[config.mk]
export PLATFORM = sky130hd
export DESIGN_NAME = up_counter
export DESIGN_NICKNAME = d
export VERILOG_FILES = /design/src/rtl/up_counter_pkg.sv /design/src/rtl/up_counter_next.sv /design/src/rtl/up_counter.sv
export SDC_FILE = /design/constraint.sdc
export NUM_CORES = 1
export LEC_CHECK = 0
export ABC_AREA = 1
export BUFFER_PORTS_ARGS = -buffer_cell sky130_fd_sc_hd__buf_2
export CORE_AREA = 4 4 41 43
export CTS_BUF_LIST = sky130_fd_sc_hd__clkbuf_16
export DETAILED_ROUTE_END_ITERATION = 8
export DIE_AREA = 0 0 45 47
export PLACE_DENSITY = 0.73
export SETUP_SLACK_MARGIN = 0.3
export SYNTH_ARGS = -nofsm -noshare
export SYNTH_HDL_FRONTEND = slang
export SYNTH_SLANG_ARGS = --single-unit
[constraint.sdc]
create_clock -name clock -period 1.93 [get_ports clock]
set_clock_uncertainty 0.15 [all_clocks]
set_input_delay 0 -clock clock [delete_from_list [all_inputs] [get_ports clock]]
set_output_delay 0 -clock clock [all_outputs]
set_load 0.01 [all_outputs]
[src/rtl/up_counter_pkg.sv]
// Shared width, type and default parameter values for the up_counter block.
package up_counter_pkg;

   localparam int unsigned COUNTER_WIDTH = 8;

   typedef logic [COUNTER_WIDTH-1:0] counter_t;

   localparam int unsigned DEFAULT_RESET_VALUE = 32'd0;
   localparam int unsigned DEFAULT_STEP        = 32'd1;
   localparam int unsigned DEFAULT_MAX_VALUE   = (32'd1 << COUNTER_WIDTH) - 32'd1;
   localparam int unsigned DEFAULT_SATURATE    = 32'd0;

endpackage

[src/rtl/up_counter_next.sv]
// Combinational next-value calculator: applies STEP and the wrap/saturate rule
// at the terminal value; terminal flags an enabled advance that hits that rule.
module up_counter_next
   import up_counter_pkg::*;
#(
   parameter int unsigned WIDTH       = COUNTER_WIDTH,
   parameter int unsigned RESET_VALUE = DEFAULT_RESET_VALUE,
   parameter int unsigned STEP        = DEFAULT_STEP,
   parameter int unsigned MAX_VALUE   = DEFAULT_MAX_VALUE,
   parameter int unsigned SATURATE    = DEFAULT_SATURATE
) (
   input  logic [WIDTH-1:0] value,
   input  logic             count,
   output logic [WIDTH-1:0] next_value,
   output logic             terminal
);

   localparam logic [WIDTH:0]   STEP_W  = (WIDTH+1)'(STEP);
   localparam logic [WIDTH:0]   MAX_W   = (WIDTH+1)'(MAX_VALUE);
   localparam logic [WIDTH-1:0] WRAP_TO = (SATURATE != 32'd0) ? WIDTH'(MAX_VALUE)
                                                              : WIDTH'(RESET_VALUE);

   logic [WIDTH:0] sum_s;
   logic           over_s;

   // One extra bit keeps the carry, so sum > MAX is the same test as value > MAX - STEP.
   assign sum_s  = {1'b0, value} + STEP_W;
   assign over_s = (sum_s > MAX_W);

   // Select hold, plain increment, or the wrap/saturate target.
   always_comb begin
      next_value = value;
      terminal   = 1'b0;
      if (count) begin
         if (over_s) begin
            next_value = WRAP_TO;
            terminal   = 1'b1;
         end else begin
            next_value = sum_s[WIDTH-1:0];
            terminal   = 1'b0;
         end
      end else begin
         next_value = value;
         terminal   = 1'b0;
      end
   end

endmodule

[src/rtl/up_counter.sv]
// Registered up-counter with count enable and synchronous active-high reset;
// optional reset value, step, terminal value and saturating mode.
module up_counter
   import up_counter_pkg::*;
#(
   parameter int unsigned WIDTH       = COUNTER_WIDTH,
   parameter int unsigned RESET_VALUE = DEFAULT_RESET_VALUE,
   parameter int unsigned STEP        = DEFAULT_STEP,
   parameter int unsigned MAX_VALUE   = (WIDTH == COUNTER_WIDTH) ? DEFAULT_MAX_VALUE
                                        : ((32'd1 << WIDTH) - 32'd1),
   parameter int unsigned SATURATE    = DEFAULT_SATURATE
) (
   input  logic             clock,
   input  logic             reset,
   input  logic             count,
   output logic [WIDTH-1:0] data_o
);

   localparam logic [WIDTH-1:0] RESET_W = WIDTH'(RESET_VALUE);

   if (WIDTH < 32'd1 || WIDTH > 32'd31) begin : g_bad_width
      $error("up_counter: WIDTH must be in 1..31");
   end
   if (STEP < 32'd1 || STEP > MAX_VALUE) begin : g_bad_step
      $error("up_counter: STEP must satisfy 1 <= STEP <= MAX_VALUE");
   end
   if (RESET_VALUE > MAX_VALUE) begin : g_bad_reset
      $error("up_counter: RESET_VALUE must not exceed MAX_VALUE");
   end
   if (64'(MAX_VALUE) > ((64'd1 << WIDTH) - 64'd1)) begin : g_bad_max
      $error("up_counter: MAX_VALUE must fit in WIDTH bits");
   end

   logic [WIDTH-1:0] value_r;
   logic [WIDTH-1:0] next_s;
   logic             terminal_s;

   up_counter_next #(
      .WIDTH       (WIDTH),
      .RESET_VALUE (RESET_VALUE),
      .STEP        (STEP),
      .MAX_VALUE   (MAX_VALUE),
      .SATURATE    (SATURATE)
   ) u_next (
      .value      (value_r),
      .count      (count),
      .next_value (next_s),
      .terminal   (terminal_s)
   );

   // Counter register: reset wins, otherwise an enabled edge takes the computed next value.
   always_ff @(posedge clock) begin
      if (reset) begin
         value_r <= RESET_W;
      end else if (count || terminal_s) begin
         value_r <= next_s;
      end else begin
         value_r <= value_r;
      end
   end

   assign data_o = value_r;

endmodule

### Yosys cells after proc, flatten, opt, wreduce, memory -nomap -nowiden

Cells that the tools add are included.

* register bits after elaboration: 8
* bits of input ports: 3
* output and inout port bits: 8
* logic and storage cells: 8

* add/sub/neg operators: 1
* magnitude comparators: 1
* multiplexer cells: 3
* reduce and logical (&&, ||, !) cells: 2

Operator list (count)
* $add 8x1->9 const B: 1
* $gt 9x8->1 const B: 1
* $mux 8: 1
* $mux 1: 2
* $reduce_and 2->1: 1
* $logic_or 1x1->1: 1

### Logic depth before layout (Yosys ltp)

Gate-level depths: netlist (run 1).

* word-level depth: 6
* mapped depth: 10
* depth with buffers taken out: 10

### By module

A second synthesis (run 1) with hierarchy kept.

* cell total of the unflattened synthesis: 124
* area, all modules: 744.5 um2

By module, submodules not included
* up_counter_next: times used 1, cells each 73, area an instance 407.9 um2, seq. area each 0.0 um2
* up_counter: times used 1, cells each 51, area an instance 336.6 um2, seq. area each 160.2 um2

### Least setup slack after synthesis (run 1)

OpenSTA, ideal clock, no wires.

* path kind: flip-flop to flip-flop
* from: reg value_r[0] (netlist: data_o[0])
* to: reg value_r[0] (netlist: data_o[0])
* library setup time: 0.123 ns
* data arrival time: 1.441 ns
* data required time: 1.657 ns
* path slack: 0.216 ns
* cell stages (with the launch flop): 11
* path buffers: 0
* period minus slack after synthesis: 1.714 ns
* path through: dfxtp_1 -> inv_1 -> ha_1 -> inv_1 -> nand2_1 -> nor2_1 -> nand2_1 -> nor2_2 -> nand3_4 -> nand3_1 -> a21oi_2

* longest elaborated chain between the ends: 6
* elaborated cells on any way between the ends: 7
* classes of those cells: 1 x add/sub; 1 x order compare; 3 x mux; 2 x reduce/logical

Ends and longest elaborated chain
* start: declaration: line up_counter.sv:34 `logic [WIDTH-1:0] value_r;`
* start signal: assignment: line up_counter.sv:56 `value_r <= next_s;`
* start signal: assignment: line up_counter.sv:58 `value_r <= value_r;`
* $add 8x1->9 (*): line up_counter_next.sv:27 `assign sum_s = {1'b0, value} + STEP_W;`
* $gt 9x8->1: line up_counter_next.sv:28 `assign over_s = (sum_s > MAX_W);`
* $mux 1: line up_counter_next.sv:35 `if (over_s) begin`
* $mux 1: line up_counter_next.sv:34 `if (count) begin`
* $logic_or 1x1->1: line up_counter.sv:55 `end else if (count || terminal_s) begin`
* $reduce_and 2->1 (no source line)

Every way passes the cells marked *; elsewhere a longest branch is shown, timed or not.
A chain may end at the register's enable or synchronous reset.

### Worst setup path in the final report (run 1)

* from: reg value_r[0] (netlist: data_o[0])
* to: reg value_r[6] (netlist: data_o[6])

The elaborated chain is that of the path after synthesis.

==> results of run 1 <==
-- per-stage QoR --
step	setup slack, ns	total power (W)	area (um^2)
after global placement	0.248	0.000210	647
after CTS	0.300	0.000576	830
after detailed placement	0.237	0.000211	647
after global routing	0.175	0.000604	847
final	0.251	0.000581	847
after floorplan	0.310	0.000202	599
-- cell type report --
class	instances	area [um^2]
inverter	7	28.8
multi-input combinational	67	460
sequential	8	170
clock buffer	3	75.1
clock inverter	1	3.75
fill	100	454
tap	15	18.8
timing repair buffer	15	90.1
-- kinds of logic after synthesis --
logic type / after synthesis / share of synthesized area [%]
XOR/XNOR: 1 / 1.48
flip-flops: 8 / 27.0
AO/OA/AOI/OAI: 12 / 16.0
adder cells (fa/ha/maj): 2 / 4.22
AND/OR/NAND/NOR: 52 / 43.2
buffers and inverters: 10 / 8.02
-- final timing paths --
path,from,endpoint,slack [ns],cells after the start
setup / recovery,data_o[0],data_o[6],0.25,10
hold / removal,count,data_o[2],0.004,4
setup reg to reg,data_o[0],data_o[6],0.25,10
hold reg to reg,data_o[7],data_o[7],0.38,2
-- per-layer routing --
layer  up-vias  routed length (um)  track usage, %
met5         -                   0               0
met4         0                  66            12.3
met3        10                  86            4.98
met2        30                 821            28.5
met1       294                 717            21.7
li1        317                   -               -
-- report_power, final --
part | switching (W) | leakage [nW] | internal (W) | total [W]
Combinational | 0.0000281 | 0.200 | 0.0000227 | 0.0000508
Sequential | 0.00000829 | 0.0672 | 0.000169 | 0.000177
Clock | 0.0000826 | 0.0423 | 0.000270 | 0.000352
-- tightest hold or removal path, stage by stage --
cell,delay (ns)
buf_2,0.09
inv_2,0.11
nand2_1,0.10
a21oi_2,0.05
-- repair_timing --
action / 4_1_cts / 5_1_grt
buffers inserted: 4 / 0
setup endpoints to repair: 8 / 8
pin swaps: 9 / 7
hold endpoints to repair: 8 / 8
resized for setup: 17 / 4
-- synth_stat cells --
cell type      instances
nor2_2                 2
clkbuf_2               1
nand2_1               19
inv_2                  1
buf_4                  1
dlygate4sd1_1          1
nand3b_1               1
nor2_1                 9
nor2_4                 1
o21bai_1               2
xor2_1                 1
a21oi_1                2
a21oi_2                8
nand3_1               13
nand3_4                1
dfxtp_1                8
inv_1                  6
ha_1                   2
nand2_2                4
nand4_1                2
==> results.json, run 1 <==
{
  "hold_viol": 0,
  "final_antenna_net_count": 0,
  "fmax_mhz": 596,
  "ys_warn_count": 0,
  "largest_register_ffs": 8,
  "setup_violations": 0,
  "fin_cells": 116,
  "power.density_nw_per_um2": 685,
  "fin_setup_tns_ns": 0,
  "grt_first_pass_wirelength_um": 2680,
  "die_area_um2": 2120,
  "post-route-drc-count": 0,
  "tightest_slew_ns": 0.254,
  "area_growth_syn_to_layout_pct": 42.8,
  "hold_path.class": "in -> reg",
  "grt_overflow": 0,
  "cts-root-buf": "clkbuf_16",
  "synthTopCellsByArea": "dfxtp_1 (27%), nand2_1 (12%), a21oi_2 (12%)",
  "slew_headroom_pct": 83.0,
  "crit_required_ns": 1.89,
  "place_congestion": 0.838,
  "htree_levels": 1,
  "rsz0062_at_grt": "yes",
  "cts_tree": "yes",
  "synth_top_area_share_pct": 27.0,
  "max-vdd-ir-drop_v": 0.000688,
  "diodes": 0,
  "post_drt_via_cell_ratio": 5.61,
  "detailed_place_hpwl_um": 959,
  "fin_crit_sh_pct": 87.0,
  "critPathArrivalTime_ns": 1.64,
  "routedWlPerCell_um": 14.6,
  "portBuffers": 10,
  "fp.dieH_um": 47,
  "core-area_um2": 1300,
  "avgSynthCellArea_um2": 6.98,
  "syn-cell-area_um2": 593,
  "finalMaxSlewViolations": 0,
  "initial_core_util_pct": 45.6,
  "cp_max_fo": 8,
  "grt_start_max_net_pins": 17,
  "clock_latency_ns": 0.23,
  "cp-end-kind": "flop",
  "cp-start-kind": "flop",
  "track_usage_pct": 18.2,
  "dp_cells": 107,
  "hold_ws_ns": 0.00373,
  "synth.distinct_cells": 20,
  "final_common_cell": "nand2_1",
  "drt_first_iter_violations": 37,
  "fin_nets": 107,
  "io_pins": 11,
  "status": "finished, final reports clean",
  "period_minus_slack_ns": 1.68,
  "cts_buffers": 3,
  "cp.buffers_inverters": 2,
  "cp_cell_sequence": "inv_4 > ha_4 > inv_2 > nand2_1 > nor2_1 > nand2_1 > nor2_2 > nand3_4 > nand3_2 > a21oi_2",
  "max_stage_delay_ns": 0.39,
  "crit_type": "reg -> reg",
  "wirelength_um": 1690,
  "seq_area_frac_synth_pct": 27.0,
  "first_pass_iters": 4,
  "fin_util_pct": 65.1,
  "final_cell_mix": "nand2_1 (18), buf_2 (10), nor2_1 (8), nand3_2 (8), a21oi_2 (8)",
  "clock-sinks": 8,
  "drv_cap": 0,
  "path_clk_slew_ns": 0.04,
  "crit_family": "simple AND/OR/NAND/NOR gates",
  "drive_above_1_share_pct": 52.5,
  "fp.dieW_um": 45,
  "leakage_nw": 0.310,
  "cts_buffer_depth": 2,
  "num_rows": 13,
  "cp_slowest_cell": "dfxtp_4",
  "synth_nets": 90,
  "antenna_found_initial": 0,
  "vias": 651,
  "critPathMostFrequentCell": "nand2_1",
  "yosys_register_bits": 8,
  "syn_inst": 85,
  "grt_pass1_vias": 600,
  "yosys.area.top_type": "dfxtp_1"
}
Power figures use the tool's default switching activity.
==> run 2, diff against run 1 <==
--- a/config.mk
+++ b/config.mk
@@ -7,10 +7,10 @@
 export LEC_CHECK = 0
 export ABC_AREA = 1
 export BUFFER_PORTS_ARGS = -buffer_cell sky130_fd_sc_hd__buf_2
-export CORE_AREA = 4 4 41 43
+export CORE_AREA = 3 3 40 42
 export CTS_BUF_LIST = sky130_fd_sc_hd__clkbuf_16
 export DETAILED_ROUTE_END_ITERATION = 8
-export DIE_AREA = 0 0 45 47
+export DIE_AREA = 0 0 43 45
 export PLACE_DENSITY = 0.73
 export SETUP_SLACK_MARGIN = 0.3
 export SYNTH_ARGS = -nofsm -noshare
==> constraint.sdc (replaced) <==
create_clock -name clock -period 1.97 [get_ports clock]
set_clock_uncertainty 0.15 [all_clocks]
set_input_delay 0 -clock clock [delete_from_list [all_inputs] [get_ports clock]]
set_output_delay 0 -clock clock [all_outputs]
set_load 0.01 [all_outputs]
==> run 2 against run 1 <==
Net effect:
- the flow now finishes with violations (negative hold slack)
- combinational power shrank 1%
- sequential power decreased by 3%
- critical endpoint is now data_o[2]
- register-to-register slack improved by 0.06 ns
- sequential share of layout area is 0.58 points lower
- count of clock-buffer cells in the layout did not move
- critical path type unchanged
- utilization is 2.8 points higher
- clock power is 4% lower
- worst hold slack worse by 0.069 ns
==> results.json, run 2 (synthesized netlist as in run 1, its figures left out) <==
{
  "leakage_nw": 0.324,
  "grt_pass1_vias": 583,
  "antenna_found_initial": 0,
  "dr_wl_met3_um": 52,
  "setup_ws_ns": 0.312,
  "fmax_mhz": 603,
  "period_minus_slack_ns": 1.66,
  "cp_max_fo": 8,
  "wirelength_um": 1630,
  "io_pins": 11,
  "p_total_w": 0.000559,
  "drt_first_iter_violations": 9,
  "cp-start-kind": "flop",
  "final_common_cell": "nand2_1",
  "r2r_setup_slack_ns": 0.31,
  "diodes": 0,
  "wl_met1_um": 731,
  "fin_nets": 107,
  "area_growth_syn_to_layout_pct": 47.0,
  "post_drt_via_cell_ratio": 5.47,
  "grt_overflow": 0,
  "first_pass_iters": 4,
  "p_sw_w": 0.000111,
  "final_antenna_net_count": 0,
  "fin_util_pct": 67.9,
  "post-route-drc-count": 0,
  "hold_path.class": "in -> reg",
  "clockPowerShare_pct": 60.3,
  "fp.dieH_um": 45,
  "fin_crit_sh_pct": 84.1,
  "nFillCells": 94,
  "rr_startpoint": "data_o[0]",
  "status": "finished with violations",
  "pwr-share-comb_pct": 8.9,
  "dp_slack_ns": 0.226,
  "cts_buffers": 3,
  "initial_core_util_pct": 46.2,
  "p_int_w": 0.000448,
  "portBuffers": 10,
  "drive_above_1_share_pct": 58.0,
  "p_seq_share_pct": 30.7,
  "hold_viol": 8,
  "met2_wirelength_um": 827,
  "cp-end-kind": "flop",
  "rr_endpoint": "data_o[2]",
  "hold_ws_ns": -0.0653,
  "finalMaxSlewViolations": 0,
  "core-area_um2": 1280,
  "cts_tree": "yes",
  "hp-start": "reset",
  "crit_required_ns": 1.93,
  "cts-root-buf": "clkbuf_16",
  "clock_latency_ns": 0.23,
  "htree_levels": 1,
  "tightest_slew_ns": 0.281,
  "hold_path_end": "data_o[1]",
  "place_congestion": 0.771,
  "crit_type": "reg -> reg",
  "rsz0062_at_grt": "yes",
  "grt_first_pass_wirelength_um": 2680,
  "path_clk_slew_ns": 0.04,
  "slew_headroom_pct": 81.3,
  "cts_buffer_depth": 2,
  "detailed_place_hpwl_um": 933,
  "setup_violations": 0,
  "fp.dieW_um": 43,
  "drv_cap": 0,
  "final_cell_mix": "nand2_1 (15), buf_2 (10), nand3_2 (9)",
  "num_rows": 13,
  "power.density_nw_per_um2": 641,
  "top_layer": "met4",
  "routedWlPerCell_um": 14.2,
  "failed_checks": "negative hold slack",
  "max-vdd-ir-drop_v": 0.000596,
  "largest_register_ffs": 8,
  "critPathArrivalTime_ns": 1.61,
  "clock-sinks": 8,
  "swShare_pct": 19.9,
  "min_path_cells": 2,
  "fin_setup_tns_ns": 0,
  "grt_start_max_net_pins": 17,
  "r2r_cells": 11,
  "vias": 629,
  "die_area_um2": 1940,
  "track_usage_pct": 18.6
}
==> run 2: worst max-delay path by stage <==
| stage | start | end | slack, ns | depth (start not counted) |
|---|---|---|---|---|
| after global placement | data_o[1] | data_o[2] | 0.23 | 8 |
| after global routing | data_o[0] | data_o[2] | 0.23 | 11 |
| final | data_o[0] | data_o[2] | 0.31 | 11 |
| after detailed placement | data_o[1] | data_o[4] | 0.23 | 8 |
| after floorplan | data_o[1] | data_o[0] | 0.33 | 8 |
| after CTS | data_o[0] | data_o[4] | 0.26 | 11 |
==> run 2: area by class of cell <==
cell class	count	area (um^2)	area share, %
clock buffer	3	75.1	8.61
inverter	7	26.3	3.01
multi-input combinational	67	490	56.2
sequential	8	170	19.5
tap	15	18.8	2.15
timing repair buffer	15	91.3	10.5
==> run 2: stage by stage <==
step	std cells	area, um^2
after global placement	107	642
after floorplan	85	594
after detailed placement	107	642
after global routing	115	872
after CTS	115	832
final	115	872
==> run 2: per-layer routing <==
layer,vias up,global-route usage (%)
li1,307,-
met1,305,23.3
met2,15,31.1
met3,2,3.98
met4,0,7.23
met5,-,0
==> run 2: power by group through the flow <==
stage          clock, W  combinational, W  sequential (W)
2_1_floorplan         0         0.0000244        0.000174
3_3_place_gp          0         0.0000321        0.000174
3_5_place_dp          0         0.0000323        0.000174
4_1_cts        0.000341         0.0000475        0.000172
5_1_grt        0.000352         0.0000545        0.000172
6_report       0.000338         0.0000501        0.000172
==> run 2: what timing repair did <==
action                     CTS  global route
hold endpoints to repair     8             8
pin swaps                   10            12
resized for setup           16            13
buffers inserted             5             0
setup endpoints to repair    8             8
gates cloned                 0             0
==> run 2: critical path, stage by stage (launching register included) <==
cell     delay (ns)
dfxtp_4        0.35
buf_6          0.10
ha_4           0.17
inv_2          0.04
nand2_2        0.06
nand2_2        0.06
nor2_2         0.10
nand2_2        0.08
nor2_4         0.11
nand3_4        0.16
nand3_2        0.11
a21oi_2        0.05
==> run 3, diff against run 2 <==
--- a/config.mk
+++ b/config.mk
@@ -11,7 +11,7 @@
 export CTS_BUF_LIST = sky130_fd_sc_hd__clkbuf_16
 export DETAILED_ROUTE_END_ITERATION = 8
 export DIE_AREA = 0 0 43 45
-export PLACE_DENSITY = 0.73
+export PLACE_DENSITY = 0.76
 export SETUP_SLACK_MARGIN = 0.3
 export SYNTH_ARGS = -nofsm -noshare
 export SYNTH_HDL_FRONTEND = slang
==> constraint.sdc (replaced) <==
create_clock -name clock -period 1.5 [get_ports clock]
set_clock_uncertainty 0.15 [all_clocks]
set_input_delay 0 -clock clock [delete_from_list [all_inputs] [get_ports clock]]
set_output_delay 0 -clock clock [all_outputs]
set_load 0.01 [all_outputs]
==> run 3 against run 2 <==
Net effect:
- the flow finishes with violations (negative hold slack, negative setup slack)
- critical path depth decreased by 3
- first-iteration DRC count increased to 2.6 times the previous value
- cell area increased by 7.2%
- die area unchanged
- routed wire length increased by 18%
- non-clock buffer count increased by 11
- via count increased by 14%
- register-to-register slack got worse by 0.51 ns
- maximum frequency decreased by 2.3%
- largest power group unchanged
==> results.json, run 3 (synthesized netlist as in run 1, its figures left out) <==
{
  "rr_startpoint": "data_o[1]",
  "cp.buffers_inverters": 1,
  "failed_checks": "negative hold slack, negative setup slack",
  "die_area_um2": 1940,
  "max-vdd-ir-drop_v": 0.000631,
  "status": "finished with violations",
  "grt_overflow": 0,
  "fin_crit_sh_pct": 113,
  "multi_input_area_um2": 470,
  "leakage_nw": 0.360,
  "wirelength_um": 1920,
  "dp_slack_ns": -0.144,
  "setup_ws_ns": -0.197,
  "routedWlPerCell_um": 15.1,
  "place_congestion": 0.816,
  "vias": 720,
  "hold_path.class": "in -> reg",
  "fp.dieH_um": 45,
  "diodes": 0,
  "slew_headroom_pct": 81.7,
  "crit_required_ns": 1.52,
  "fin_setup_tns_ns": -1.46,
  "cts_tree": "yes",
  "period_minus_slack_ns": 1.70,
  "power.density_nw_per_um2": 808,
  "io_pins": 11,
  "fin_cells": 127,
  "cp-start-kind": "flop",
  "grt_start_max_net_pins": 17,
  "htree_levels": 1,
  "cp_cell_sequence": "ha_4 > nand2_2 > o21bai_1 > nand2_2 > buf_4 > nor2_1 > nand3_2 > a21oi_2",
  "ff_latch_area_um2": 170,
  "cts-root-buf": "clkbuf_16",
  "placedInstanceArea_um2": 820,
  "critPathMostFrequentCell": "nand2_2",
  "cts_buffers": 3,
  "p_total_w": 0.000755,
  "setup_violations": 8,
  "cp-end-kind": "flop",
  "grt_first_pass_wirelength_um": 2910,
  "r2r_setup_slack_ns": -0.20,
  "hold_ws_ns": -0.0406,
  "grt_pass1_vias": 640,
  "final_cell_area_um2": 935,
  "max_stage_delay_ns": 0.39,
  "nFillCells": 91,
  "fmax_mhz": 589,
  "post-route-drc-count": 0,
  "cp_slowest_cell": "dfxtp_4",
  "cts_buffer_depth": 2,
  "tightest_slew_ns": 0.274,
  "cp_max_fo": 6,
  "crit_family": "simple AND/OR/NAND/NOR gates",
  "fp.dieW_um": 43,
  "r2r_cells": 8,
  "antenna_found_initial": 0,
  "drv_cap": 0,
  "path_clk_slew_ns": 0.04,
  "clock_latency_ns": 0.23,
  "first_pass_iters": 4,
  "min_path_cells": 2,
  "area_growth_syn_to_layout_pct": 57.6,
  "track_usage_pct": 20.8,
  "dp_cells": 121,
  "drt_first_iter_violations": 23,
  "core-area_um2": 1280,
  "finalMaxSlewViolations": 0,
  "detailed_place_hpwl_um": 1120,
  "num_rows": 13,
  "largest_register_ffs": 8,
  "final_antenna_net_count": 0,
  "portBuffers": 10,
  "rsz0062_at_grt": "yes",
  "rr_endpoint": "data_o[6]",
  "hp-start": "reset",
  "fin_nets": 118,
  "post_drt_via_cell_ratio": 5.67,
  "hold_path_end": "data_o[1]",
  "hold_viol": 8,
  "final_cell_mix": "nand2_1 (16), buf_4 (16), buf_2 (10)",
  "clock-sinks": 8,
  "crit_type": "reg -> reg",
  "critPathArrivalTime_ns": 1.71,
  "initial_core_util_pct": 46.2,
  "drive_above_1_share_pct": 61.6
}
[run 3: worst max path at each step]
stage | slack [ns] | end | cells past startpoint | startpoint
6_report | -0.20 | data_o[6] | 8 | data_o[1]
5_1_grt | -0.27 | data_o[1] | 8 | data_o[1]
4_1_cts | -0.12 | data_o[1] | 10 | data_o[1]
3_5_place_dp | -0.14 | data_o[1] | 9 | data_o[1]
3_3_place_gp | -0.09 | data_o[1] | 9 | data_o[1]
2_1_floorplan | -0.07 | data_o[1] | 10 | data_o[0]
[run 3: routing by layer]
| metal | part of all wire, % | up-vias | track usage, % | wire length (um) |
|---|---|---|---|---|
| met2 | 50 | 30 | 36.2 | 962 |
| li1 | - | 336 | - | - |
| met1 | 43 | 347 | 25.2 | 819 |
| met3 | 4.8 | 7 | 1.20 | 92 |
| met4 | 2.4 | 0 | 12.7 | 47 |
| met5 | 0 | - | 0 | 0 |
[run 3: final cells by class]
type	instances	share of cell area, %
Tap cell	15	2.01
Timing Repair Buffer	26	18.2
Inverter	7	2.81
Sequential cell	8	18.2
Clock buffer	3	8.03
Clock inverter	1	0.402
Multi-Input combinational cell	67	50.3
[run 3: report_power, final]
group	internal, W	leakage, nW	total (W)	switching [W]
sequential	0.000217	0.0672	0.000225	0.00000759
combinational	0.0000336	0.251	0.0000757	0.0000421
clock	0.000347	0.0423	0.000455	0.000107
[run 3: repair_timing]
action                     in CTS  in global routing
setup endpoints to repair       8                  9
buffers inserted                1                  1
resized for setup               3                  6
pin swaps                       8                  6
hold endpoints to repair        8                  8
[run 3: worst reg2reg max path, stage by stage (launching register included)]
cell and delay, ns:
dfxtp_4 0.39, ha_4 0.19, nand2_2 0.09, o21bai_1 0.20, nand2_2 0.11, buf_4 0.15, nor2_1 0.13, nand3_2 0.10
a21oi_2 0.12
[run 3: through the flow]
stage	hold slack, ns	util (%)
after floorplan	0.130	-
after global placement	0.170	63.8
after detailed placement	0.177	63.8
after CTS	-0.0429	71.1
after global routing	-0.0420	72.7
final	-0.0406	72.7
